**src/rtl/dpwm_gen.sv**
```systemverilog
// Double-buffered complementary PWM with dead time (enabled by DPWM_DEADTIME_EN) and a per-period ADC trigger.
// Outputs are registered and aligned to period_start; duty changes take effect at the next period boundary, with no backpressure.
module dpwm_gen #(
  parameter int W    = 11,
  parameter int DT_W = 4
) (
  input  logic            clk,
  input  logic            rst,
  input  logic            enable,
  input  logic [W-1:0]    period,
  input  logic [W-1:0]    duty_in,
  input  logic            duty_valid,
  input  logic [DT_W-1:0] dt,
  output logic            pwm_hi,
  output logic            pwm_lo,
  output logic            period_start,
  output logic            sample_trig,
  output logic            duty_ack
);

  typedef enum logic [1:0] {
    IDLE = 2'd0,
    RUN  = 2'd1,
    STOP = 2'd2
  } state_t;

  typedef struct packed {
    logic [W-1:0]    duty;
    logic [W-1:0]    period;
    logic [DT_W-1:0] dt;
  } cfg_t;

  state_t          state, state_n;
  cfg_t            act, act_n;
  logic [W-1:0]    cnt, cnt_n;
  logic [W-1:0]    duty_sh;
  logic            pending;
  logic            load;
  logic            wrap;
  logic [DT_W-1:0] dt_eff;

  logic [W:0]      c_x, d_x, p_x, t_x;
  logic            run_n, full_n;
  logic            hi_n, lo_n, trig_n, start_n, ack_n;

`ifdef DPWM_DEADTIME_EN
  assign dt_eff = dt;
`else
  logic dt_unused;
  assign dt_unused = ^dt;
  assign dt_eff    = '0;
`endif

  // Next-state: counter, run state and the load of the active configuration.
  always_comb begin
    state_n = state;
    cnt_n   = cnt;
    act_n   = act;
    load    = 1'b0;
    wrap    = (cnt == act.period);

    case (state)
      IDLE: begin
        cnt_n = '0;
        if (enable) begin
          state_n = RUN;
          load    = 1'b1;
        end
      end
      RUN, STOP: begin
        if (wrap) begin
          cnt_n = '0;
          if (enable) begin
            state_n = RUN;
            load    = 1'b1;
          end else begin
            state_n = IDLE;
          end
        end else begin
          cnt_n   = cnt + W'(1);
          state_n = enable ? RUN : STOP;
        end
      end
      default: begin
        state_n = IDLE;
        cnt_n   = '0;
      end
    endcase

    // A strobe on the load cycle bypasses the shadow register.
    if (load) begin
      act_n.duty   = duty_valid ? duty_in : duty_sh;
      act_n.period = (period < W'(2)) ? W'(2) : period;
      act_n.dt     = dt_eff;
    end
  end

  // Outputs are computed from the next-state view so the registers line up with the offset.
  always_comb begin
    c_x     = {1'b0, cnt_n};
    d_x     = {1'b0, act_n.duty};
    p_x     = {1'b0, act_n.period};
    t_x     = (W+1)'(act_n.dt);
    run_n   = (state_n != IDLE);
    full_n  = (d_x == '0) || (d_x >= p_x + (W+1)'(1));

    hi_n    = run_n && (c_x >= t_x) && (c_x < d_x);
`ifdef DPWM_DEADTIME_EN
    lo_n    = run_n && (c_x >= d_x + t_x) && (c_x <= p_x);
`else
    lo_n    = run_n && !hi_n;
`endif
    trig_n  = run_n && (full_n ? (c_x == '0) : (c_x == (d_x >> 1)));
    start_n = run_n && (c_x == '0);
    ack_n   = load && (pending || duty_valid);
  end

  always_ff @(posedge clk or posedge rst) begin
    if (rst) begin
      state      <= IDLE;
      cnt        <= '0;
      act.duty   <= '0;
      act.period <= W'(2);
      act.dt     <= '0;
    end else begin
      state <= state_n;
      cnt   <= cnt_n;
      act   <= act_n;
    end
  end

  // Shadow duty: last write in a period wins; the load cycle consumes it.
  always_ff @(posedge clk or posedge rst) begin
    if (rst) begin
      duty_sh <= '0;
      pending <= 1'b0;
    end else begin
      if (duty_valid) begin
        duty_sh <= duty_in;
      end
      if (load) begin
        pending <= 1'b0;
      end else if (duty_valid) begin
        pending <= 1'b1;
      end
    end
  end

  always_ff @(posedge clk or posedge rst) begin
    if (rst) begin
      pwm_hi       <= 1'b0;
      pwm_lo       <= 1'b0;
      period_start <= 1'b0;
      sample_trig  <= 1'b0;
      duty_ack     <= 1'b0;
    end else begin
      pwm_hi       <= hi_n;
      pwm_lo       <= lo_n;
      period_start <= start_n;
      sample_trig  <= trig_n;
      duty_ack     <= ack_n;
    end
  end

endmodule

```
**config.mk**
```make
export PLATFORM = sky130hd
export DESIGN_NAME = dpwm_gen
export DESIGN_NICKNAME = d
export VERILOG_FILES = /design/src/rtl/dpwm_gen.sv
export SDC_FILE = /design/constraint.sdc
export NUM_CORES = 1
export LEC_CHECK = 0
export BUFFER_PORTS_ARGS = -buffer_cell sky130_fd_sc_hd__buf_2
export CORE_ASPECT_RATIO = 1.1
export CORE_MARGIN = 2
export CORE_UTILIZATION = 29
export CTS_BUF_LIST = sky130_fd_sc_hd__clkbuf_8
export DETAILED_ROUTE_END_ITERATION = 10
export PLACE_DENSITY = 0.44
export SYNTH_ARGS = -nofsm -noshare
export SYNTH_HDL_FRONTEND = slang
export SYNTH_SLANG_ARGS = --single-unit
```
**constraint.sdc**
```tcl
create_clock -name clk -period 9.9 [get_ports clk]
set_input_delay 1.485 -clock clk [delete_from_list [all_inputs] [get_ports clk]]
set_output_delay 1.485 -clock clk [all_outputs]
set_load 0.1 [all_outputs]
```
==> impl.org <==
** Critical path
- Counting cells, the worst reg-to-reg path comes to 17.
- STA classifies the critical path endpoint as a flop.
- Critical Setup Path Class :: in -> reg
- Top fanout value on the critical path :: 33
- Worst Setup Start Kind :: input pin
- STA puts the critical path data arrival time at approximately 5.7 ns.
- For the worst setup path, the data required time is approximately 10 ns.

** Detailed routing
- In the final routed layout, each cell accounts on average for 15.8 um.
- The detail route stage leaves a number of antenna-violating nets equal to 0.
- Routed via count divided by cell count :: between 4 and 5
- Pre-Repair DR Iteration Count :: 4
- Number of design rule violations left after detail routing :: 0
- Post-detailed-routing wire length :: between 8000 and 9000 um
- Via count of the routed design :: ~2500
- For this block, the initial DRC count from the detailed router was 75.

** Timing
- RSZ-0062 raised after global routing :: false
- In this run the tightest slew margin relative to its limit is approximately 46%.
- Static timing analysis puts the maximum clock frequency at roughly 180 MHz.
- The number of slew-limit violations in the final report is 0.
- The smallest clock period supported by the final layout is computed as 5.53 ns.
- Setup violation total in the final timing report :: 0
- Final hold analysis gives a worst-case slack of approximately 0.48 ns.
- At the pin with the least slew margin, the transition time is between 0.8 and 0.9 ns.
- Final worst-path cycle share :: a little under three fifths
- The number of endpoints with negative hold slack in the final report is 0.
- For the final routed database, the setup TNS stands at 0 ns.
- On the final layout, the worst clock skew is approximately 0.014 ns.

** Layout
- Final #Nets :: 438
- Post-layout instance area :: about 3900 sq um
- The post-route netlist has approximately 17% of its cells at a drive strength greater than 1.
- Antenna Cells :: 0
- Number of standard cells in the layout, taps in and fillers out :: 534
- Area growth from synthesis to layout :: 11.0%
- Once layout is complete, the utilization of the core stands at about a third.
- Commonest non-fill, non-tap cells in the layout :: sky130_fd_sc_hd__dfrtp_1 (55), sky130_fd_sc_hd__buf_2 (30), sky130_fd_sc_hd__ha_1 (29), sky130_fd_sc_hd__inv_1 (28), sky130_fd_sc_hd__nor2_1 (26)
- Leaving out fill and tap cells, the most frequent cell in the layout is sky130_fd_sc_hd__dfrtp_1.

** Yosys
- Main combinational cell family by area after synthesis :: simple AND/OR/NAND/NOR gates
- Portion of netlist area occupied by mux cells :: between 8 and 9%
- Netlist area before placement :: approximately 3500 sq um
- FF+latch count, synth :: 56
- Post-synthesis share of cell area spent on and, or, nand and nor gates :: between 10% and 20%
- The synthesized netlist devotes 10.4% of its cell area to adder and majority cells.
- The number of nets in the synthesized netlist is 410.
- Mapped Avg Cell Area :: between 9 and 10 sq um
- After synthesis, the netlist uses 50 different library cells.
- Summing the areas of all compound-gate instances in the mapped netlist gives a little under a tenth of the synthesized area.
- In this run the biggest area consumer among cell types represents approximately two fifths of the synthesized area.
- Summing the areas of all xor and xnor instances in the mapped netlist gives ~10% of the synthesized area.
- The Yosys step of the flow raised 0 warnings.
- Synthesis handed over a netlist of 351 instances.
- Sequential elements use about two fifths of the synthesized area.
- Summed over all instances, the cell type with the most area after synthesis is sky130_fd_sc_hd__dfrtp_1.
- Main area contributors after synthesis :: sky130_fd_sc_hd__dfrtp_1 (39%), sky130_fd_sc_hd__ha_1 (10%), sky130_fd_sc_hd__xor2_1 (5.5%)

** Placement
- Port bufs :: 30
- Number of cells after detailed placement :: ~530
- In this run the cell area measured after placement is between 3000 and 4000 sq um.
- Routability cong. :: 0.806
- Detailed Place HPWL :: ~6700 um

** Global routing
- The number of global-route vias before repair was about 2600.
- The first global-routing pass estimated 14000 um of wire.
- Global routing consumed, over all layers together, about 14% of the routing resources.
- Entering global routing, the biggest net connects 34 pins.
- Antenna violations before repair :: 0
- GRT overflow :: 0

** Power and ir drop
- Peak supply drop :: roughly 0.1 mV
- Dividing total power by cell area gives a power density of approximately 290 nW/um^2.
- Reported leakage power :: 1.86 nW

** Die
- Total die area :: roughly 13000 sq um
- The floorplan step defined a core boundary enclosing between 10000 and 15000 sq um.
- The initialized floorplan defines 42 standard-cell rows.
- For this design the top-level I/O count stands at 35.
- Once the floorplan was initialized, standard cells occupied slightly below 30% of the core.
- Die width :: roughly 110 um
- Die span in y :: between 100 and 150 um

** Clock tree
- The tree built by TritonCTS fans out to between 50 and 60 sinks.
- At the later pin of the worst-skew pair, clock insertion delay measures 0.32 ns.
- Post_cts resized :: 0
- Once the clock tree was built, the setup fixing pass inserted 0 buffers.
- Clock tree synthesis selected as its root buffer the cell sky130_fd_sc_hd__clkbuf_8.
- After clock tree synthesis, the clock-pin slew on the worst setup and hold paths is around 0.10 ns.
- Total clock buffers created by CTS :: 5
- The longest clock path from root to sink contains 2 buffers.
- TritonCTS clock tree :: yes
- The H-tree generated during clock tree synthesis spans 2 levels.
- Count of hold buffers inserted by post-cts repair :: 0

** Flow run
- Max Cap Viol :: 0

** Min path
- The path class of the tightest hold or removal check is reg -> reg.
- Cell depth of the worst hold path :: 2

** Status
- Result of the run :: finished, final reports clean
## cells by family (layout without fill, tap and decap cells)
kind of cell               after synthesis  count (layout)
and+or+nand+nor                        115             115
xor gates and xnor gates                40              40
muxes                                   28              28
buffers and inverters                   39              68
adders and majority gates               29              29
DFF                                     56              56
AOI/OAI and AO/OA                       44              44
## metrics by stage
step	worst slack (ns)	total power, mW
floorplan	4.57	0.825
global placement	4.03	0.981
detailed placement	4.02	0.988
CTS	4.34	1.12
global route	4.01	1.21
finish	4.37	1.11
## registers in the layout, summed over array words and instances, names as in the netlist
name / flops
act: 26
cnt: 11
duty_ack: 1
duty_sh: 11
pending: 1
period_start: 1
pwm_hi: 1
pwm_lo: 1
sample_trig: 1
state: 2
## cells in the mapped netlist, drive strengths merged
| library cell | n |
|---|---|
| a211o | 2 |
| a211oi | 3 |
| a21o | 8 |
| a21oi | 8 |
| a31o | 3 |
| a31oi | 1 |
| a41o | 1 |
| a41oi | 2 |
| and2 | 3 |
| and3 | 6 |
| and4 | 1 |
| buf | 10 |
| clkbuf | 1 |
| dfrtp | 55 |
| dfstp | 1 |
| ha | 29 |
| inv | 28 |
| mux2 | 13 |
| mux2i | 15 |
| nand2 | 26 |
| nand2b | 2 |
| nand3 | 16 |
| nand4 | 9 |
| nor2 | 26 |
| nor2b | 2 |
| nor3 | 11 |
| nor3b | 1 |
| nor4 | 8 |
| o2111ai | 1 |
| o211ai | 1 |
| o21a | 1 |
| o21ai | 6 |
| o22ai | 1 |
| o31a | 1 |
| o31ai | 2 |
| o41ai | 3 |
| or2 | 1 |
| or3 | 1 |
| or4 | 2 |
| xnor2 | 18 |
| xor2 | 22 |
## critical path, cell delays in order
cell                       delay, ns
sky130_fd_sc_hd__buf_2          0.10
sky130_fd_sc_hd__nor2b_1        0.21
sky130_fd_sc_hd__and2_1         0.20
sky130_fd_sc_hd__nand4_2        0.21
sky130_fd_sc_hd__nand2_2        0.67
sky130_fd_sc_hd__a31oi_1        0.22
sky130_fd_sc_hd__ha_1           0.27
sky130_fd_sc_hd__o21ai_1        0.25
sky130_fd_sc_hd__xnor2_1        0.14
sky130_fd_sc_hd__ha_1           0.31
sky130_fd_sc_hd__a21o_1         0.19
sky130_fd_sc_hd__a211oi_1       0.22
sky130_fd_sc_hd__o21a_1         0.14
sky130_fd_sc_hd__o21ai_0        0.09
sky130_fd_sc_hd__a21o_1         0.20
sky130_fd_sc_hd__a211o_1        0.31
sky130_fd_sc_hd__and2_4         0.16
sky130_fd_sc_hd__o41ai_2        0.36
## final timing paths
path	start	end	slack [ns]
max in group asynchronous	rst	cnt[9]$_DFF_PP0_	7.86
worst min-delay path	act[3]$_DFF_PP0_	act[3]$_DFF_PP0_	0.48
min in group asynchronous	rst	act[13]$_DFF_PP0_	1.21
worst max register to register	act[11]$_DFF_PP0_	sample_trig$_DFF_PP0_	4.92
worst max-delay path	enable	sample_trig$_DFF_PP0_	4.37
worst min register to register	act[3]$_DFF_PP0_	act[3]$_DFF_PP0_	0.48
## per-layer routing
layer  vias to the layer above  GRT usage, %  share of wire (%)
met2                        36          22.9                 46
met5                         -             0                  0
li1                       1299             -                  -
met3                         5          2.03                2.8
met4                         0          3.61                1.2
met1                      1207          19.4                 50
## final cells by class
cell class,count,area (sq um)
multi-input combinational,256,1920
timing repair buffer,32,165
clock buffer,5,68.8
clock inverter,3,20.0
inverter,28,105
sequential,56,1400
fill,1277,8000
tap,154,193
## power breakdown
| group | switching [mW] | leakage (nW) | internal, mW | total, mW |
|---|---|---|---|---|
| combinational | 0.380 | 1.11 | 0.237 | 0.617 |
| sequential | 0.0599 | 0.698 | 0.298 | 0.358 |
| clock | 0.0806 | 0.0455 | 0.0496 | 0.130 |
| total | 0.520 | 1.86 | 0.585 | 1.11 |
Power figures use the tool's default switching activity.
